**config.mk**
```make
export PLATFORM = sky130hd
export DESIGN_NAME = kb_ctrl
export DESIGN_NICKNAME = d
export VERILOG_FILES = /design/src/rtl/kb_ctrl.sv
export SDC_FILE = /design/constraint.sdc
export NUM_CORES = 1
export LEC_CHECK = 0
export CELL_PAD_IN_SITES_DETAIL_PLACEMENT = 1
export CELL_PAD_IN_SITES_GLOBAL_PLACEMENT = 2
export CORE_MARGIN = 3
export CORE_UTILIZATION = 31
export DETAILED_ROUTE_END_ITERATION = 8
export GPL_TIMING_DRIVEN = 0
export PLACE_DENSITY_LB_ADDON = 0.12
export RECOVER_POWER = 50
export SYNTH_ARGS = -nofsm -noshare
export SYNTH_HDL_FRONTEND = slang
export SYNTH_SLANG_ARGS = --single-unit
```
**constraint.sdc**
```tcl
create_clock -name clk -period 2.37 [get_ports clk]
set_input_delay 0.3555 -clock clk [delete_from_list [all_inputs] [get_ports clk]]
set_output_delay 0.3555 -clock clk [all_outputs]
set_load 0.05 [all_outputs]
```
**src/rtl/kb_ctrl.sv**
```systemverilog
// PS/2 scan-code sequencer: pops FIFO bytes, tracks held key, modifiers and a BCD press count.
// One byte per 3 cycles (capture, pop strobe, settle); stalls in IDLE while rx_ready is low.
module kb_ctrl #(
    parameter bit CAPS_INIT    = 1'b0,
    parameter bit COUNT_REPEAT = 1'b0
) (
    input  logic       clk,
    input  logic       clrn,
    input  logic [7:0] rx_data,
    input  logic       rx_ready,
    input  logic       rx_overflow,
    output logic       rx_next_n,
    output logic [7:0] key_code,
    output logic       key_ext,
    output logic       key_valid,
    output logic       make_pulse,
    output logic       repeat_pulse,
    output logic       break_pulse,
    output logic [7:0] press_count,
    output logic       shift,
    output logic       ctrl,
    output logic       caps,
    output logic       err
);

    typedef enum logic [1:0] {
        S_IDLE   = 2'd0,
        S_POP    = 2'd1,
        S_SETTLE = 2'd2
    } state_t;

    state_t state, state_nxt;

    logic ext_pend, brk_pend;
    logic lsh, rsh, caps_held;
    logic capture;
    logic is_e0, is_f0, is_e1;
    logic is_lsh, is_rsh, is_ctl, is_caps, is_mod;
    logic key_match;

    always_ff @(posedge clk or negedge clrn) begin
        if (!clrn) state <= S_IDLE;
        else       state <= state_nxt;
    end

    always_comb begin
        state_nxt = state;
        case (state)
            S_IDLE:   if (rx_ready) state_nxt = S_POP;
            S_POP:    state_nxt = S_SETTLE;
            S_SETTLE: state_nxt = S_IDLE;
            default:  state_nxt = S_IDLE;
        endcase
    end

    always_comb begin
        rx_next_n = (state != S_POP);
    end

    assign capture   = (state == S_IDLE) && rx_ready;
    assign is_e0     = (rx_data == 8'hE0);
    assign is_f0     = (rx_data == 8'hF0);
    assign is_e1     = (rx_data == 8'hE1);
    assign is_lsh    = (rx_data == 8'h12);
    assign is_rsh    = (rx_data == 8'h59);
    assign is_ctl    = (rx_data == 8'h14);
    // E0 58 is not caps lock, so it falls through as an ordinary key.
    assign is_caps   = (rx_data == 8'h58) && !ext_pend;
    assign is_mod    = is_lsh || is_rsh || is_ctl || is_caps;
    assign key_match = key_valid && (rx_data == key_code) && (ext_pend == key_ext);

    assign shift = lsh || rsh;

    function automatic logic [7:0] bcd_inc(input logic [7:0] v);
        logic [3:0] ones, tens;
        ones = v[3:0];
        tens = v[7:4];
        if (ones == 4'd9) begin
            ones = 4'd0;
            tens = (tens == 4'd9) ? 4'd0 : tens + 4'd1;
        end else begin
            ones = ones + 4'd1;
        end
        return {tens, ones};
    endfunction

    always_ff @(posedge clk or negedge clrn) begin
        if (!clrn) begin
            key_code     <= 8'h00;
            key_ext      <= 1'b0;
            key_valid    <= 1'b0;
            make_pulse   <= 1'b0;
            repeat_pulse <= 1'b0;
            break_pulse  <= 1'b0;
            press_count  <= 8'h00;
            lsh          <= 1'b0;
            rsh          <= 1'b0;
            ctrl         <= 1'b0;
            caps         <= CAPS_INIT;
            caps_held    <= 1'b0;
            err          <= 1'b0;
            ext_pend     <= 1'b0;
            brk_pend     <= 1'b0;
        end else begin
            make_pulse   <= 1'b0;
            repeat_pulse <= 1'b0;
            break_pulse  <= 1'b0;
            if (rx_overflow) err <= 1'b1;
            if (capture) begin
                if (is_e0) begin
                    ext_pend <= 1'b1;
                end else if (is_f0) begin
                    brk_pend <= 1'b1;
                end else if (!is_e1) begin
                    ext_pend <= 1'b0;
                    brk_pend <= 1'b0;
                    if (is_mod) begin
                        if (is_lsh) lsh  <= !brk_pend;
                        if (is_rsh) rsh  <= !brk_pend;
                        if (is_ctl) ctrl <= !brk_pend;
                        if (is_caps) begin
                            // Typematic repeats of caps lock arrive as makes while held.
                            if (!brk_pend) begin
                                caps_held <= 1'b1;
                                if (!caps_held) caps <= !caps;
                            end else begin
                                caps_held <= 1'b0;
                            end
                        end
                    end else if (!brk_pend) begin
                        if (key_match) begin
                            repeat_pulse <= 1'b1;
                            if (COUNT_REPEAT) press_count <= bcd_inc(press_count);
                        end else begin
                            key_code    <= rx_data;
                            key_ext     <= ext_pend;
                            key_valid   <= 1'b1;
                            make_pulse  <= 1'b1;
                            press_count <= bcd_inc(press_count);
                        end
                    end else if (key_match) begin
                        key_valid   <= 1'b0;
                        break_pulse <= 1'b1;
                    end
                end
            end
        end
    end

endmodule
```
==> flow_summary.yaml <==
timing:
  period_share_pct: 94.2
  slew_headroom_pct: -12.5
  fin_crit_ns: 2.23
  setup_violations: 0
  skew_ns: 0.00587
  tns_ns: 0
  hold_ws_ns: 0.393
  max_freq_mhz: 448
  rsz0062_at_grt: "no"
  hold_viol: 0
  worst_slack_ns: 0.138
  tightest_slew_ns: 1.69
  slew_violations: 32
clock_network:
  cts_tree: "yes"
  cts_root_buf: "clkbuf_8"
  clock_latency_ns: 0.28
  numCtsBuffers: 5
  clock_sinks: 31
  clk_pin_slew_worst_paths_ns: 0.06
  cts_buffer_depth: 2
  cts_max_level: 2
global_route:
  grt_util_all_layers_pct: 13.7
  grt.met2_usage_pct: 21.6
  grt_use_met3_pct: 3.44
  overflow: 0
  top_usage_layer: "met2"
  grt_pass1_vias: 1294
  grt_pass1_wl_um: 6470
  use_met1_pct: 18.0
  grt_max_degree: 32
  antenna_found_initial: 0
route:
  firstDrtPassIters: 4
  drt-total-wl_um: 3820
  first_iter_violations: 36
  num_vias: 1244
  final_antenna_net_count: 0
  drc: 0
  vias_per_cell: 4.78
  wl_per_cell_um: 14.7
die:
  initial_core_util_pct: 33.0
  die_h_um: 78.1
  ioPinCount: 38
  die_area_um2: 6090
  die_w_um: 78.1
  rows: 25
  fp.coreArea_um2: 4880
setup_path:
  worst_path_largest_cell_delay_ns: 0.64
  critPathTopFamily: "buffers and inverters"
  r2r_cells: 6
  crit_slowest_cell: "clkdlybuf4s50_1"
  cp_data_arrival_time_ns: 2.39
  cp-end-kind: "flop"
  critPathLaunchType: "primary input"
  cp_num_buf_inv: 1
  path_cells: "clkdlybuf4s50_1 -> xnor2_1 -> nand4_1 -> o311ai_1 -> nor2_1 -> mux2_1"
  crit_cells: 6
  crit_type: "primary input to flop"
  required_ns: 2.53
  crit_path_max_fanout: 7
synth:
  syn_area_per_cell_um2: 10.9
  ys_async_sr_fraction_pct: 100
  syn_nets: 163
  synthFlopType: "dfrtp_1"
  yosysUniqueCellTypes: 39
  yosys_register_bits: 31
  syn_area_um2: 1610
  yosys_warnings: 0
  syn_inst: 148
  ys_seq_area_share_pct: 48.2
  synth_edf_count: 0
run_status:
  status: "finished with violations"
  violations: "capacitance limit, slew limit"
pwr:
  ir_drop_uv: 482
  total_power_uw: 2280
  cellLeakagePower_uw: 0.000956
  cellPowerDensity_nw_per_um2: 1050
finish:
  syn_to_final_growth_pct: 35.1
  final_cell_mix: "dfrtp_1 (31), clkdlybuf4s50_1 (25), inv_1 (15)"
  diodes: 0
  fin_util_pct: 44.6
  final_common_cell: "dfrtp_1"
  fin_nets: 207
  reg_top3: "key_code (8), press_count (8), state (2)"
  drive_above_1_share_pct: 16.1
place:
  gp_congestion: 0.745
  io_buffers: 34
  pre_cts_ws_ns: -0.358
  hpwl_um: 2840
worst_hold_path:
  min_path_cells: 2
  min_path_type: "primary input to flop"
flow_run:
  timing.max_cap.violations: 1
## power breakdown
group	internal (uW)	switching, uW
logic	378	608
clock network	340	199
registers	638	117
total	1360	924
## synth_stat cells (3+ instances only)
| master | number | area (um^2) |
|---|---|---|
| a21oi_1 | 4 | 20.0 |
| dfrtp_1 | 31 | 776 |
| ha_1 | 3 | 37.5 |
| inv_1 | 15 | 56.3 |
| mux2_4 | 8 | 120 |
| nand2_1 | 9 | 33.8 |
| nand4b_1 | 3 | 26.3 |
| nor2_1 | 7 | 26.3 |
| nor2b_1 | 3 | 18.8 |
| nor3_1 | 8 | 40.0 |
| o21ai_0 | 5 | 25.0 |
| xnor2_1 | 13 | 114 |
## final timing paths
kind | start | to | slack [ns]
setup / recovery | rx_data[4] | press_count[1] | 0.14
hold / removal | rx_data[2] | key_code[2] | 0.39
setup reg to reg | ext_pend | key_code[1] | 0.37
hold reg to reg | state[1] | state[1] | 0.44
max in group asynchronous | clrn | press_count[3] | 0.89
min in group asynchronous | clrn | err | 0.51
## timing repair
item / CTS / global route
setup endpoints to repair: 8 / 8
hold buffers: 0 / 0
buffers inserted: 0 / 3
hold endpoints to repair: 0 / 0
pin swaps: 0 / 2
gates resized for setup: 1 / 1
## layout make-up
class	count	area (um^2)
plain buffers	5	36.3
clock buffers	6	82.6
clock inverters	2	35.0
fillers	550	2700
inverters	15	56.3
multi-input cells	97	749
flip-flops and latches	31	776
well taps	67	83.8
repair buffers	37	357
## metal layers
| metal | up-vias | share of wire (%) |
|---|---|---|
| met4 | 0 | 1.1 |
| met3 | 5 | 4.3 |
| met5 | - | 0 |
| met1 | 620 | 48 |
| li1 | 592 | - |
| met2 | 27 | 47 |
## per-stage QoR
stage / instances / instance area (um^2)
after global placement: 249 / 2030
after detailed placement: 249 / 2030
final: 260 / 2180
after global routing: 260 / 2180
after floorplan: 148 / 1610
after CTS: 257 / 2150
## cell families after synthesis
logic type,after synthesis,synth area share [%]
mux,13,10.9
xor+xnor,15,8.16
simple gates,46,16.5
compound gates,20,8.24
flops,31,48.2
fa+ha+maj,3,2.33
buf+inv,20,5.75
No activity file was read; power rests on OpenSTA's default activity.
